`config.mk`:
```
export PLATFORM = sky130hd
export DESIGN_NAME = pwm_mode_ctrl_flat
export DESIGN_NICKNAME = d
export VERILOG_FILES = /design/src/rtl/pwm_mode_ctrl_if.sv /design/src/rtl/pwm_mode_ctrl.sv /design/src/flat_wrapper.sv
export SDC_FILE = /design/constraint.sdc
export NUM_CORES = 1
export LEC_CHECK = 0
export CORE_ASPECT_RATIO = 0.9
export CORE_MARGIN = 2
export CORE_UTILIZATION = 54
export CTS_CLUSTER_DIAMETER = 100
export CTS_CLUSTER_SIZE = 24
export DETAILED_ROUTE_END_ITERATION = 10
export PLACE_DENSITY = 0.72
export SYNTH_ARGS = -nofsm -noshare
export SYNTH_HDL_FRONTEND = slang
export SYNTH_SLANG_ARGS = --single-unit
```
`constraint.sdc`:
```
create_clock -name ext_clk_25m -period 4.88 [get_ports ext_clk_25m]
set_clock_uncertainty 0.05 [all_clocks]
set_input_delay 1.22 -clock ext_clk_25m [delete_from_list [all_inputs] [get_ports ext_clk_25m]]
set_output_delay 1.22 -clock ext_clk_25m [all_outputs]
set_load 0.005 [all_outputs]
```
`src/rtl/pwm_mode_ctrl_if.sv`:
```
// Signal bundle between the push-button/auto-rotate mode controller and its environment.
// The slave side is the controller itself; the master side supplies key and auto-enable.
interface pwm_mode_ctrl_if;
  logic       key_in;
  logic       auto_en;
  logic [1:0] mode;
  logic       mode_chg;
  logic       key_pressed;

  modport master (
    output key_in,
    output auto_en,
    input  mode,
    input  mode_chg,
    input  key_pressed
  );

  modport slave (
    input  key_in,
    input  auto_en,
    output mode,
    output mode_chg,
    output key_pressed
  );
endinterface

```
`src/rtl/pwm_mode_ctrl.sv`:
```
// Mode select generator for Driver_PWM: synchronises and debounces a push-button and
// steps a wrapping mode counter on each press and/or on a periodic auto-rotate timer.
module pwm_mode_ctrl #(
  parameter int         DEBOUNCE_CYCLES = 500000,
  parameter int         AUTO_PERIOD     = 50000000,
  parameter int         NUM_MODES       = 3,
  parameter logic [1:0] RESET_MODE      = 2'b10,
  parameter int         KEY_ACTIVE_LOW  = 1
) (
  input logic            ext_clk_25m,
  input logic            ext_rst,
  pwm_mode_ctrl_if.slave bus
);

  localparam int         DW           = $clog2(DEBOUNCE_CYCLES);
  localparam int         AW           = $clog2(AUTO_PERIOD);
  localparam logic [DW-1:0] DB_LAST   = DW'(DEBOUNCE_CYCLES - 1);
  localparam logic [AW-1:0] AUTO_LAST = AW'(AUTO_PERIOD - 1);
  localparam logic [1:0] LAST_MODE    = 2'(NUM_MODES - 1);
  localparam logic       KEY_RELEASED = (KEY_ACTIVE_LOW != 0);
  localparam logic       CAN_ADVANCE  = (NUM_MODES > 1);

  logic [1:0]    rst_pipe;
  logic          rst;
  logic          key_meta;
  logic          key_sync;
  logic          key_level;
  logic [DW-1:0] db_cnt;
  logic          key_pressed;
  logic          key_pressed_d;
  logic [AW-1:0] auto_cnt;
  logic [1:0]    mode;
  logic          mode_chg;
  logic          press_evt;
  logic          auto_evt;
  logic          advance;
  logic [1:0]    next_mode;

  // Reset asserts immediately but is released only on a clock edge.
  always_ff @(posedge ext_clk_25m or posedge ext_rst) begin
    if (ext_rst) rst_pipe <= 2'b11;
    else         rst_pipe <= {rst_pipe[0], 1'b0};
  end

  assign rst = rst_pipe[1];

  always_ff @(posedge ext_clk_25m or posedge rst) begin
    if (rst) begin
      key_meta <= KEY_RELEASED;
      key_sync <= KEY_RELEASED;
    end else begin
      key_meta <= bus.key_in;
      key_sync <= key_meta;
    end
  end

  assign key_level = key_sync ^ KEY_RELEASED;

  // A new level is accepted only after it has disagreed for DEBOUNCE_CYCLES edges in a row.
  always_ff @(posedge ext_clk_25m or posedge rst) begin
    if (rst) begin
      db_cnt        <= '0;
      key_pressed   <= 1'b0;
      key_pressed_d <= 1'b0;
    end else begin
      key_pressed_d <= key_pressed;
      if (key_level == key_pressed) begin
        db_cnt <= '0;
      end else if (db_cnt == DB_LAST) begin
        db_cnt      <= '0;
        key_pressed <= key_level;
      end else begin
        db_cnt <= db_cnt + 1'b1;
      end
    end
  end

  always_comb begin
    press_evt = key_pressed & ~key_pressed_d;
    auto_evt  = bus.auto_en && (auto_cnt == AUTO_LAST);
    advance   = CAN_ADVANCE && (press_evt || auto_evt);
    next_mode = (mode == LAST_MODE) ? 2'd0 : mode + 2'd1;
  end

  // Any advance restarts the period so auto steps are spaced from the latest change.
  always_ff @(posedge ext_clk_25m or posedge rst) begin
    if (rst) begin
      auto_cnt <= '0;
      mode     <= RESET_MODE;
      mode_chg <= 1'b0;
    end else begin
      mode_chg <= advance;
      if (advance) begin
        mode     <= next_mode;
        auto_cnt <= '0;
      end else if (bus.auto_en) begin
        auto_cnt <= auto_cnt + 1'b1;
      end else begin
        auto_cnt <= '0;
      end
    end
  end

  assign bus.mode        = mode;
  assign bus.mode_chg    = mode_chg;
  assign bus.key_pressed = key_pressed;

endmodule

```
`src/flat_wrapper.sv`:
```
// flat-port wrapper written by rule: the top's interface ports become plain ports
module pwm_mode_ctrl_flat 
#(
  parameter int         DEBOUNCE_CYCLES = 500000,
  parameter int         AUTO_PERIOD     = 50000000,
  parameter int         NUM_MODES       = 3,
  parameter logic [1:0] RESET_MODE      = 2'b10,
  parameter int         KEY_ACTIVE_LOW  = 1
)
  (ext_clk_25m, ext_rst, bus_key_in, bus_auto_en, bus_mode, bus_mode_chg, bus_key_pressed);
  pwm_mode_ctrl_if bus_i ();
  input logic ext_clk_25m;
  input logic ext_rst;
  input wire logic [$bits(bus_i.key_in)-1:0] bus_key_in;
  input wire logic [$bits(bus_i.auto_en)-1:0] bus_auto_en;
  output wire logic [$bits(bus_i.mode)-1:0] bus_mode;
  output wire logic [$bits(bus_i.mode_chg)-1:0] bus_mode_chg;
  output wire logic [$bits(bus_i.key_pressed)-1:0] bus_key_pressed;
  assign bus_i.key_in = bus_key_in;
  assign bus_i.auto_en = bus_auto_en;
  assign bus_mode = bus_i.mode;
  assign bus_mode_chg = bus_i.mode_chg;
  assign bus_key_pressed = bus_i.key_pressed;
  pwm_mode_ctrl #(.DEBOUNCE_CYCLES(DEBOUNCE_CYCLES), .AUTO_PERIOD(AUTO_PERIOD), .NUM_MODES(NUM_MODES), .RESET_MODE(RESET_MODE), .KEY_ACTIVE_LOW(KEY_ACTIVE_LOW)) u_core (.ext_clk_25m(ext_clk_25m), .ext_rst(ext_rst), .bus(bus_i));
endmodule
```
==> summary by stage <==
Timing
In this run the tightest slew margin relative to its limit is 29.7%. The minimum period implied by the final worst setup slack is 2.63 ns. The final hold violation count came to 0. Adding up every negative setup slack in the final design gives 0 ns.

Setup repair after global routing left no endpoint under its margin. The number of max-slew violations in the final report is 0. The final number of setup-violating endpoints is 0. Static timing analysis puts the maximum clock frequency at 380 MHz. The final critical path takes up 53.9% of the cycle. At the pin with the least slew margin, the transition time is 1.05 ns.

Routing
Wires add up to 4800 µm. The number of vias in the routed layout is 1915. The number of search-and-repair iterations in the first detailed-routing pass is 4. In this run the remaining antenna-violating nets after routing total 0.

In the routed layout, each cell is associated on average with a via count of 5.62. In the routed design, unresolved DRC markers number 0. The routed length per placed instance is 14.1 µm. The initial DRC count is 123.

Synth
Summing the sequential cell areas from Yosys gives 51.7% of the chip area. Counting distinct cell types in the post-synthesis netlist gives 39. For this run, asynchronously set or reset flops after synthesis account for 100%. The fraction of post-synthesis cell area in the top cell type by area is 46.7%. Counting flops and latches in the post-synthesis netlist gives 54. The predominant post-synthesis flop cell is sky130_fd_sc_hd__dfrtp_1. Ranked by total cell area, the synthesized netlist is headed by sky130_fd_sc_hd__dfrtp_1 (47%), sky130_fd_sc_hd__xnor2_1 (8.0%), sky130_fd_sc_hd__nor2_1 (5.3%). The post-synthesis instance area is 2630 µm². Each instance of the synthesized netlist takes up on average 9.91 µm². For this run, the number of Yosys warnings is 0. The number of synthesized flops with an enable pin is 0.

The cell taking the most area after synthesis is sky130_fd_sc_hd__dfrtp_1. Counting every net in the synthesized netlist gives 271. The cell count after synthesis is 265.

Clock tree
In this run the clock root is driven by a sky130_fd_sc_hd__clkbuf_8. The H-tree depth reported by CTS is 2. The post-cts sizing count is 0. The clock-pin transition on the worst setup and hold timing paths is 0.09 ns. The longest clock path from root to sink contains 2 buffers. The clock network latency to the later pin of the worst-skew pair is 0.31 ns. Buffers added to address setup during post-CTS repair amount to 0. Hold repair after CTS inserted 0 buffers. The clock tree from TritonCTS is built. The number of clock sinks is 54. The number of buffers added by the clock tree synthesis step is 5.

Outcome
The run finished with clean final reports.

Critical path
The signal on the critical path passes through clkdlybuf4s50_1. For this run, the slowest stage of the critical path takes 0.56 ns. Of all nets on the critical path, the largest fanout is 4.

At the worst endpoint, the arrival time is 1.36 ns. STA classifies the critical path endpoint as a primary output. The critical path is of the reg -> out type. For flop-to-flop paths, the worst setup slack is 2.54 ns. Counting both buffers and inverters, the worst setup path holds a total of 1. The cell family contributing the most delay on the critical path is flip-flops. The required time at the endpoint of the critical path is 3.61 ns. The kind of start point of the critical path is a flip-flop. The slowest stage of the critical path belongs to the cell sky130_fd_sc_hd__dfstp_2.

Pwr
The total design power is 0.734 mW. VDD sags by at most 0.000151 V. The analysis attributes to cell leakage a power of 1.07 nW. The power density over cell area is 258 nW/µm².

GRT
The wire length of the first global-routing pass is 8250 µm. The via count of the first global-routing pass is 1806. The initial antenna violation count is 0. The global router's overall resource usage is 19.1%. After global routing the overflow that remains totals 0.

Entering global routing, the biggest net connects 53 pins.

Flow run
The max-cap violation count is 0.

Finish
The number of nets in the layout is 281. The number of antenna diodes is 0. The area added between synthesis and finish is 8.19%.

The layout cell share with drive strength beyond 1 is 10.5%.

Floorplanning
The effective utilization at floorplan is 55.0%. The die covers 5440 µm². Pin placement for this block handled 8 I/O pins. The count of standard-cell rows is 24. The region available for standard cell placement spans 4770 µm². From bottom edge to top edge, the die measures 70.2 µm. The horizontal die dimension is 77.5 µm.

Place
At the end of routability-driven placement, the weighted congestion stood at 0.785. The half-perimeter wire length after detailed placement is 3310 µm. The number of buffers inserted by port buffering is 7.

Min path
The min-delay analysis places its worst path in the category reg -> reg.
==> final cells by class <==
cell class                 count  area, µm²
timing repair buffer           7       70.1
tap                           65       81.3
clock buffer                   5       68.8
multi-input combinational    193       1190
fill                         403       1930
inverter                      14       52.6
sequential                    54       1360
clock inverter                 3       21.3
==> power breakdown <==
group	leakage, nW	switching, mW	internal [mW]	total, mW
Sequential	0.732	0.00511	0.454	0.459
Clock	0.0441	0.147	0.101	0.248
Combinational	0.294	0.0192	0.00741	0.0266
Total	1.07	0.171	0.563	0.734
==> flip-flops by register name, indices dropped and copies added (netlist names) <==
name	cells
u_core.bus.mode	2
u_core.db_cnt	19
u_core.key_pressed_d	1
u_core.key_sync	1
u_core.auto_cnt	26
u_core.bus.key_pressed	1
u_core.bus.mode_chg	1
u_core.rst_pipe	2
u_core.key_meta	1
==> through the flow <==
stage	setup WS, ns	utilization (%)	hold WS [ns]	area, µm²	instances
finish	2.25	59.5	0.311	2840	341
detailed placement	1.96	57.6	0.297	2750	333
global placement	2.02	57.6	0.296	2750	333
global route	2.14	59.5	0.318	2840	341
CTS	2.24	59.5	0.312	2840	341
floorplan	2.71	-	0.295	2630	265
==> worst paths after layout <==
check | from | end | depth (start not counted)
hold / removal | u_core.rst_pipe[0] | u_core.rst_pipe[1] | 0
setup reg to reg | u_core.auto_cnt[0] | u_core.auto_cnt[24] | 5
setup / recovery | u_core.bus.mode[1] | bus_mode[1] | 1
min in group asynchronous | u_core.rst_pipe[1] | u_core.auto_cnt[3] | 1
hold reg to reg | u_core.rst_pipe[0] | u_core.rst_pipe[1] | 0
max in group asynchronous | ext_rst | u_core.rst_pipe[0] | 2
==> cell usage in the layout, fill, tap and decap left out, types with 3 or more instances in the layout <==
cell type                         netlist  routed
sky130_fd_sc_hd__nand3_1               16      16
sky130_fd_sc_hd__or3_1                  8       8
sky130_fd_sc_hd__nor2_1                37      37
sky130_fd_sc_hd__a21oi_1               13      13
sky130_fd_sc_hd__xor2_1                 4       4
sky130_fd_sc_hd__inv_1                 14      13
sky130_fd_sc_hd__nor2b_1                3       3
sky130_fd_sc_hd__or4_1                  8       8
sky130_fd_sc_hd__xnor2_1               24      24
sky130_fd_sc_hd__dfrtp_1               49      49
sky130_fd_sc_hd__dfstp_2                5       5
sky130_fd_sc_hd__nor3_1                 6       6
sky130_fd_sc_hd__o21ai_0                8       8
sky130_fd_sc_hd__nand4_1                8       8
sky130_fd_sc_hd__clkdlybuf4s50_1        0       7
sky130_fd_sc_hd__o31ai_1                5       5
sky130_fd_sc_hd__nand2_1               14      14
sky130_fd_sc_hd__clkbuf_8               0       5
sky130_fd_sc_hd__nor4_1                11      11
==> synth_stat cells (2+ instances only) <==
master                    count
sky130_fd_sc_hd__a21oi_1     13
sky130_fd_sc_hd__a31o_2       2
sky130_fd_sc_hd__and2_1       2
sky130_fd_sc_hd__buf_2        3
sky130_fd_sc_hd__dfrtp_1     49
sky130_fd_sc_hd__dfstp_2      5
sky130_fd_sc_hd__ha_1         2
sky130_fd_sc_hd__inv_1       14
sky130_fd_sc_hd__mux2_2       2
sky130_fd_sc_hd__nand2_1     14
sky130_fd_sc_hd__nand3_1     16
sky130_fd_sc_hd__nand4_1      8
sky130_fd_sc_hd__nor2_1      37
sky130_fd_sc_hd__nor2b_1      3
sky130_fd_sc_hd__nor3_1       6
sky130_fd_sc_hd__nor4_1      11
sky130_fd_sc_hd__o21ai_0      8
sky130_fd_sc_hd__o31ai_1      5
sky130_fd_sc_hd__or2_2        2
sky130_fd_sc_hd__or3_1        8
sky130_fd_sc_hd__or4_1        8
sky130_fd_sc_hd__or4_4        2
sky130_fd_sc_hd__or4b_1       2
sky130_fd_sc_hd__or4b_2       2
sky130_fd_sc_hd__xnor2_1     24
sky130_fd_sc_hd__xor2_1       4
==> logic make-up (layout without fill, tap and decap cells) <==
kind of cell             Yosys count  after routing  share of synthesized area, %
other                              1              1                         0.143
XOR/XNOR                          28             28                          9.34
AO/OA/AOI/OAI                     33             33                          7.91
AND/OR/NAND/NOR                  127            127                          26.1
multiplexers                       2              2                         0.857
buffers and inverters             18             29                          3.00
flip-flops                        54             54                          51.7
adder cells (fa/ha/maj)            2              2                         0.953
==> metal layers <==
metal / GRT usage, % / wire [µm] / vias to the layer above
met1: 27.7 / 2400 / 918
met2: 29.2 / 2170 / 35
met4: 5.56 / 49 / 0
met3: 4.13 / 175 / 6
li1: - / - / 956
met5: 0 / 0 / -
(Power assumes the default switching activity.)
